<file path="config.mk">
export PLATFORM = sky130hd
export DESIGN_NAME = teclado_atm
export DESIGN_NICKNAME = d
export VERILOG_FILES = /design/src/rtl/teclado_atm.sv
export SDC_FILE = /design/constraint.sdc
export NUM_CORES = 1
export LEC_CHECK = 0
export ABC_CLOCK_PERIOD_IN_PS = 4700
export BUFFER_PORTS_ARGS = -buffer_cell sky130_fd_sc_hd__buf_2
export CAP_MARGIN = 25
export CORE_ASPECT_RATIO = 1.1
export CORE_MARGIN = 1.5
export CORE_UTILIZATION = 61
export DETAILED_ROUTE_END_ITERATION = 10
export PLACE_DENSITY = 0.81
export SLEW_MARGIN = 20
export SYNTH_ARGS = -nofsm -noshare
export SYNTH_HDL_FRONTEND = slang
export SYNTH_SLANG_ARGS = --single-unit
export TNS_END_PERCENT = 20
</file>
<file path="constraint.sdc">
create_clock -name CLK -period 4.7 [get_ports CLK]
set_input_delay 0.94 -clock CLK [delete_from_list [all_inputs] [get_ports CLK]]
set_output_delay 0.94 -clock CLK [all_outputs]
set_load 0.02 [all_outputs]
</file>
<file path="src/rtl/teclado_atm.sv">
// teclado_atm: keypad front-end for the ATM controller.
// Synchronizes and debounces a raw keypad, turns each accepted press into a
// single key event, and either forwards PIN digits or accumulates a decimal
// amount that is committed on ENTER.
module teclado_atm #(
  parameter int DEBOUNCE_CYCLES = 16,
  parameter int MAX_DIGITOS     = 9
) (
  input  logic        CLK,
  input  logic        RESET,
  input  logic        modo_monto,
  input  logic        tecla_activa,
  input  logic [3:0]  tecla_codigo,
  output logic [3:0]  digito,
  output logic        digito_stb,
  output logic [31:0] monto,
  output logic        monto_stb,
  output logic        entrada_error
);

  typedef enum logic [1:0] {
    S_REPOSO,
    S_FILTRO_PRESION,
    S_PRESIONADA,
    S_FILTRO_LIBERA
  } estado_t;

  localparam logic [16:0] DEB  = 17'(DEBOUNCE_CYCLES);
  localparam logic [3:0]  MAXD = 4'(MAX_DIGITOS);

  // Two-flop synchronizers for the asynchronous keypad lines
  logic       r_act_m, r_act_s;
  logic [3:0] r_cod_m, r_cod_s;

  // Debounce state
  estado_t     r_estado, w_estado_next;
  logic [15:0] r_cnt, w_cnt_next;
  logic [3:0]  r_cod, w_cod_next;
  logic [16:0] w_cnt_inc;
  logic        w_evento;

  // Event decode / accumulator state
  logic        r_modo_prev;
  logic [31:0] r_acc;
  logic [3:0]  r_cuenta;
  logic [3:0]  r_digito;
  logic        r_dig_stb;
  logic [31:0] r_monto;
  logic        r_monto_stb;
  logic        r_err;

  logic [31:0] w_acc_x10, w_acc_dig;
  logic        w_es_digito, w_es_enter, w_es_borrar;

  // Bring tecla_activa and tecla_codigo into the CLK domain
  always_ff @(posedge CLK or negedge RESET) begin
    if (!RESET) begin
      r_act_m <= 1'b0;
      r_act_s <= 1'b0;
      r_cod_m <= 4'd0;
      r_cod_s <= 4'd0;
    end else begin
      r_act_m <= tecla_activa;
      r_act_s <= r_act_m;
      r_cod_m <= tecla_codigo;
      r_cod_s <= r_cod_m;
    end
  end

  // Debounce FSM state register
  always_ff @(posedge CLK or negedge RESET) begin
    if (!RESET) begin
      r_estado <= S_REPOSO;
      r_cnt    <= 16'd0;
      r_cod    <= 4'd0;
    end else begin
      r_estado <= w_estado_next;
      r_cnt    <= w_cnt_next;
      r_cod    <= w_cod_next;
    end
  end

  assign w_cnt_inc = {1'b0, r_cnt} + 17'd1;

  // Debounce FSM next state; evento fires on the cycle the press count is reached
  always_comb begin
    w_estado_next = r_estado;
    w_cnt_next    = r_cnt;
    w_cod_next    = r_cod;
    w_evento      = 1'b0;
    case (r_estado)
      S_REPOSO: begin
        if (r_act_s) begin
          w_cod_next = r_cod_s;
          w_cnt_next = 16'd1;
          // A one-cycle filter is already satisfied by the first sample
          if (DEB <= 17'd1) begin
            w_evento      = 1'b1;
            w_estado_next = S_PRESIONADA;
          end else begin
            w_estado_next = S_FILTRO_PRESION;
          end
        end
      end
      S_FILTRO_PRESION: begin
        if (!r_act_s || (r_cod_s != r_cod)) begin
          w_cnt_next    = 16'd0;
          w_estado_next = S_REPOSO;
        end else begin
          w_cnt_next = w_cnt_inc[15:0];
          if (w_cnt_inc >= DEB) begin
            w_evento      = 1'b1;
            w_estado_next = S_PRESIONADA;
          end
        end
      end
      S_PRESIONADA: begin
        if (!r_act_s) begin
          w_cnt_next    = 16'd1;
          w_estado_next = S_FILTRO_LIBERA;
        end
      end
      S_FILTRO_LIBERA: begin
        if (r_act_s) begin
          w_estado_next = S_PRESIONADA;
        end else begin
          w_cnt_next = w_cnt_inc[15:0];
          if (w_cnt_inc >= DEB) begin
            w_cnt_next    = 16'd0;
            w_estado_next = S_REPOSO;
          end
        end
      end
      default: begin
        w_cnt_next    = 16'd0;
        w_estado_next = S_REPOSO;
      end
    endcase
  end

  // Key classification and acc*10 + d using shifts only
  assign w_es_digito = (w_cod_next <= 4'd9);
  assign w_es_enter  = (w_cod_next == 4'hA);
  assign w_es_borrar = (w_cod_next == 4'hB);
  assign w_acc_x10   = (r_acc << 3) + (r_acc << 1);
  assign w_acc_dig   = w_acc_x10 + {28'd0, w_cod_next};

  // Decode each key event into registered strobes and the amount accumulator
  always_ff @(posedge CLK or negedge RESET) begin
    if (!RESET) begin
      r_modo_prev <= 1'b0;
      r_acc       <= 32'd0;
      r_cuenta    <= 4'd0;
      r_digito    <= 4'd0;
      r_dig_stb   <= 1'b0;
      r_monto     <= 32'd0;
      r_monto_stb <= 1'b0;
      r_err       <= 1'b0;
    end else begin
      r_dig_stb   <= 1'b0;
      r_monto_stb <= 1'b0;
      r_err       <= 1'b0;
      r_modo_prev <= modo_monto;
      if (w_evento) begin
        if (!modo_monto) begin
          if (w_es_digito) begin
            r_digito  <= w_cod_next;
            r_dig_stb <= 1'b1;
          end else if (!w_es_enter && !w_es_borrar) begin
            r_err <= 1'b1;
          end
        end else begin
          if (w_es_digito) begin
            if (r_cuenta < MAXD) begin
              r_acc    <= w_acc_dig;
              r_cuenta <= r_cuenta + 4'd1;
            end else begin
              r_err <= 1'b1;
            end
          end else if (w_es_enter) begin
            if (r_cuenta != 4'd0) begin
              r_monto     <= r_acc;
              r_monto_stb <= 1'b1;
              r_acc       <= 32'd0;
              r_cuenta    <= 4'd0;
            end else begin
              r_err <= 1'b1;
            end
          end else if (w_es_borrar) begin
            r_acc    <= 32'd0;
            r_cuenta <= 4'd0;
          end else begin
            r_err <= 1'b1;
          end
        end
      end
      // A mode switch abandons any partially typed amount
      if (modo_monto != r_modo_prev) begin
        r_acc    <= 32'd0;
        r_cuenta <= 4'd0;
      end
    end
  end

  assign digito        = r_digito;
  assign digito_stb    = r_dig_stb;
  assign monto         = r_monto;
  assign monto_stb     = r_monto_stb;
  assign entrada_error = r_err;

endmodule

</file>
# Yosys cells after proc, flatten, opt, wreduce, memory -nomap -nowiden

Cells that the tools add are included.
W data, S select, Z words.

Output and inout bits: 39
ROM bits: 0
Memories: 0
Latch bits: 0
Register bits: 108
Bits in writable memories: 0

Mux-type cells: 51
$mul: 0
Div/mod/pow operators: 0
Add/sub/neg operators: 4
Shifts and indexed selects: 0
Equality and inequality tests: 14
Reductions and logical operators: 15
Bitwise gates (word level): 2
Magnitude comparators: 3

Operators by type and width:

| cell                    | count |
|---|---|
| $mux W32                | 8 |
| $mux W16                | 5 |
| $pmux W16 S4            | 1 |
| $mux W4                 | 10 |
| $add A32 B32 Y32        | 1 |
| $add A32 B4 Y32         | 1 |
| $mux W1                 | 20 |
| $add A16 B1 Y17 const B | 1 |
| $ge A17 B5 Y1 const B   | 1 |
| $mux W2                 | 6 |
| $reduce_and A5 Y1       | 2 |
| $eq A4 B4 Y1 const B    | 2 |
| $pmux W2 S4             | 1 |
| $reduce_bool A4 Y1      | 2 |
| $ne A2 B2 Y1 const B    | 3 |
| $ne A3 B3 Y1 const B    | 2 |
| $reduce_and A3 Y1       | 2 |
| $add A4 B1 Y4 const B   | 1 |
| $eq A2 B2 Y1 const B    | 2 |
| $le A4 B4 Y1 const B    | 1 |
| $lt A4 B4 Y1 const B    | 1 |
| $ne A4 B2 Y1 const B    | 1 |
| $ne A4 B4 Y1            | 1 |
| $reduce_and A4 Y1       | 1 |
| 9 further kinds         | 13 |

# Logic depth before layout (Yosys ltp)

Word-level depth: 9
Gate-level depth with buffers: 14
Depth with buffers taken out: 13

# Worst setup path before layout

OpenSTA, ideal clock, no wires.

Path type: flip-flop to flip-flop
From: register r_estado[0]
To: register r_acc[30]
Arrival time: 3.781 ns
Stages on the path, launching flop included: 15
Period minus slack after synthesis: 3.903 ns
Slack: 0.797 ns
Setup time: 0.122 ns
Buffers on the path: 1
Path through: dfrtp_1 -> clkbuf_1 -> nor3b_1 -> mux2i_1 -> fa_1 -> inv_1 -> fa_1 -> a211oi_1 -> o21ai_0 -> o2111ai_1 -> a2111oi_0 -> o211ai_1 -> a21oi_1 -> or3_1 -> a32o_1

Longest elaborated chain between the ends: 8
Elaborated cells on any way between the ends: 19
Classes of those cells: add/sub (1); order compare (1); eq/ne (5); mux (8); reduce/logical (4)

Ends and longest elaborated chain:

| element                                                | line     | text |
|---|---|---|
| from (decl)                                            | 36       | `estado_t r_estado, w_estado_next;` |
| from (signal assigned)                                 | 77       | `r_estado <= w_estado_next;` |
| $logic_not A2 Y1                                       | 91       | `case (r_estado)` |
| $mux W4                                                | 91       |  |
| $add A32 B4 Y32 / $eq A4 B4 Y1 (equally long branches) | 146, 143 |  |
| $mux W32 (on tied branches)                            | 174, 180 |  |
| $mux W32                                               | 173      | `if (w_es_digito) begin` |
| $mux W32                                               | 165      | `if (!modo_monto) begin` |
| $mux W32                                               | 164      | `if (w_evento) begin` |
| $mux W32                                               | 198      | `if (modo_monto != r_modo_prev) begin` |
| to (signal assigned)                                   | 175      | `r_acc <= w_acc_dig;` |
| to (decl)                                              | 44       | `logic [31:0] r_acc;` |

Parallel ways exist; a longest one is shown, timed or not. The select of a mux whose other input is x is not followed.
A chain may end at the register's enable or synchronous reset.

# Worst setup path in the final report

From: register r_estado[1]
To: register r_acc[30]

Longest elaborated chain between the ends: 8
Elaborated cells on any way between the ends: 19
Classes of those cells: add/sub (1); order compare (1); eq/ne (5); mux (8); reduce/logical (4)

Ends and longest elaborated chain:

| element                                                | line     | text |
|---|---|---|
| $logic_not A2 Y1 (*)                                   | 91       |  |
| $mux W4 (*)                                            | 91       |  |
| named net w_cod_next[2]                                | 38       | `logic [3:0] r_cod, w_cod_next;` |
| $add A32 B4 Y32 / $eq A4 B4 Y1 (equally long branches) | 146, 143 |  |
| $mux W32 (on tied branches)                            | 174, 180 |  |
| $mux W32                                               | 173      |  |
| $mux W32                                               | 165      |  |
| $mux W32                                               | 164      |  |
| $mux W32                                               | 198      |  |

Mark *: on every way through the listed nets, which the timed path passes. The rest lies on a longest branch. The select of a mux whose other input is x is not followed.

==> results.sh <==
export IMPL_ir_drop_uv=221
export IMPL_htree_levels=3
export IMPL_p_leak_uw=0.00364
export IMPL_grt_pass1_vias=4816
export IMPL_syn_area_um2=6480
export IMPL_startpoint_type="flop"
export IMPL_cp_end_kind="flop"
export IMPL_start_util=0.626
export IMPL_numCtsBuffers=9
export IMPL_grt_setup_unrepaired="false"
export IMPL_synth_area_leaders="dfrtp_1 42%, ha_1 12%, mux2_1 5.0%, nand2_1 3.9%, o21ai_1 2.2%"
export IMPL_ys_seq_area_frac=0.417
export IMPL_crit_required_ns=4.94
export IMPL_die_h_um=111
export IMPL_cts_path_max_buffers=2
export IMPL_drtIter0Drc=290
export IMPL_hold_ws_ns=0.351
export IMPL_skew_ns=0.0119
export IMPL_timing_slew_headroom=0.347
export IMPL_min_period_over_period=0.930
export IMPL_clock_latency_ns=0.35
export IMPL_worstSetupPathType="reg2reg"
export IMPL_cp_arrival_ns=4.61
export IMPL_hold_viol=0
export IMPL_wl_per_cell_um=16.4
export IMPL_synth_nets=699
export IMPL_grtUsageTotal=0.249
export IMPL_grt_max_degree=61
export IMPL_place_ws_ns=0.391
export IMPL_synth_distinct_cells=72
export IMPL_fin_util=0.689
export IMPL_stdcell_area_um2=7120
export IMPL_yosysTopAreaCellShare=0.417
export IMPL_synth_edf_count=0
export IMPL_cts_tree="done"
export IMPL_port_buffers=46
export IMPL_status="complete, no violations"
export IMPL_clkTransAtPathRegs_ns=0.08
export IMPL_worstMarginPinSlew_ns=0.978
export IMPL_postRouteAntennaNets=0
export IMPL_met1_usage=0.324
export IMPL_setup_slack_ns=0.328
export IMPL_core_um2=10300
export IMPL_grt_pass1_wl_um=22400
export IMPL_max_cap_violations=0
export IMPL_synth_seq_cells=108
export IMPL_place_gp_congestion=0.929
export IMPL_multiInputGateArea_um2=3580
export IMPL_ys_warn_count=0
export IMPL_synthFlopType="dfrtp_1"
export IMPL_rows=39
export IMPL_synthArstFlopShare=1.00
export IMPL_maxSlewViolCount=0
export IMPL_antenna_cells=0
export IMPL_clock_sinks=108
export IMPL_fillers=785
export IMPL_cts_setup_buffers=0
export IMPL_busiest_layer="met2"
export IMPL_pin_count=47
export IMPL_die_w_um=101
export IMPL_drc=0
export IMPL_num_nets_final=737
export IMPL_synthCells=626
export IMPL_grt_use_met2=0.412
export IMPL_setup_violations=0
export IMPL_globalRouteOverflowTotal=0
export IMPL_grt_use_met3=0.0498
export IMPL_antenna_found_initial=0
export IMPL_dp_hpwl_um=9480
export IMPL_vias=4970
export IMPL_p_per_area_nw_per_um2=263
export IMPL_die_area_um2=11200
export IMPL_hold_path_class="reg2reg"
export IMPL_first_pass_iters=5
export IMPL_totalWireLength_um=13300
export IMPL_period_minus_slack_ns=4.37
export IMPL_avgSynthCellArea_um2=10.3
export IMPL_regArea_um2=2700
export IMPL_yosysTopAreaCell="dfrtp_1"
export IMPL_setup_tns_final_ns=0
export IMPL_drive_above_1_share=0.135
export IMPL_fmax_mhz=229
export IMPL_area_growth_pct=10.0
export IMPL_cts_root_buffer="clkbuf_16"
export IMPL_place_area_um2=6800
export IMPL_worstPathMaxFanout=12
export IMPL_viasPerCell=6.12
cells in the final DEF (no fill, tap or decap), types with 12 or more instances in the layout:
master / synthesis / layout
mux2_1: 29 / 29
ha_1: 63 / 63
xor2_1: 16 / 16
buf_2: 11 / 45
o21ai_1: 29 / 29
nand2_1: 67 / 67
o21ai_0: 21 / 21
nand3_1: 19 / 19
nor3_1: 18 / 18
dfrtp_1: 108 / 108
a21oi_1: 27 / 27
xnor2_1: 15 / 15
a21o_1: 13 / 13
inv_1: 19 / 19
nor2_1: 12 / 12
sequential cells by signal, summed over array words and instances, names as in the netlist:
register and flops:
r_cod 4, r_act_m 1, r_cod_m 4, r_cnt 16, entrada_error 1, r_cuenta 4
r_cod_s 4, r_acc 32, monto_stb 1, monto 32, digito_stb 1, digito 4
r_act_s 1, r_modo_prev 1, r_estado 2
area by class of cell:
| class | count | area share |
|---|---|---|
| timing repair buffer | 49 | 0.0369 |
| clock inverter | 7 | 0.0139 |
| tap | 143 | 0.0251 |
| clock buffer | 9 | 0.0316 |
| sequential | 108 | 0.379 |
| multi-input combinational | 477 | 0.503 |
| inverter | 19 | 0.0100 |
Yosys cell counts, types with 3 or more instances:
library cell  instances
mux2_2                8
a21oi_1              27
a22o_1                7
a211oi_1              7
a21o_1               13
o211ai_1              8
a22oi_1               9
dfrtp_1             108
nor3_1               18
o21ai_1              29
clkbuf_1              5
nand2b_1              4
nor2_1               12
a21boi_0              3
o21ai_0              21
nand3_1              19
or3_1                 6
mux2i_1               7
inv_1                19
o21a_1                3
and3_1                7
nor3b_1               3
nand2_1              67
buf_2                11
a31oi_1               9
o21bai_1              4
nand4_1               9
and2_1                6
xnor2_1              15
xor2_1               16
mux2_1               29
buf_4                 3
ha_1                 63
repair_timing:
action,4_1_cts,5_1_grt
resized for setup,0,1
setup endpoints to repair,0,1
hold buffers,0,0
final timing paths:
| kind | from | to | slack (ns) | depth (start not counted) |
|---|---|---|---|---|
| setup / recovery | r_estado[1] | r_acc[30] | 0.33 | 13 |
| hold / removal | r_act_m | r_act_s | 0.35 | 0 |
| setup reg to reg | r_estado[1] | r_acc[30] | 0.33 | 13 |
| hold reg to reg | r_act_m | r_act_s | 0.35 | 0 |
| max in group asynchronous | RESET | r_act_m | 3.42 | 2 |
| min in group asynchronous | RESET | monto[22] | 0.37 | 1 |
report_power, final:
group	switching [uW]	total, uW	internal (uW)
Clock	345	817	472
Combinational	72.8	103	30.6
Sequential	12.1	953	941
Total	430	1870	1440
kinds of logic after synthesis:
logic type,Yosys count,share of synthesized area
adders and majority gates,65,0.128
xor gates and xnor gates,31,0.0419
DFF,108,0.417
AOI/OAI and AO/OA,164,0.169
and+or+nand+nor,173,0.139
muxes,44,0.0752
buffers and inverters,41,0.0299
per-stage QoR:
step	cells	total power (uW)
2_1_floorplan	626	1040
3_3_place_gp	795	1070
3_5_place_dp	796	1070
4_1_cts	812	1890
5_1_grt	812	1940
6_report	812	1870
routing by layer:
layer | vias up | share of wire
met5 | - | 0
met4 | 0 | 0.018
met3 | 23 | 0.034
met2 | 106 | 0.49
met1 | 2446 | 0.46
li1 | 2395 | -
critical path, cell delays in order, from the launching register on:
cell	delay (ns)
dfrtp_1	0.50
or3b_1	0.48
mux2_2	0.36
ha_1	0.31
ha_1	0.24
fa_1	0.42
a211oi_1	0.24
o21ai_0	0.19
o2111ai_1	0.35
a2111oi_0	0.20
o211ai_1	0.25
a21oi_1	0.11
or3_1	0.36
a32o_1	0.25
Note: power is estimated with default switching activity, not from simulation.
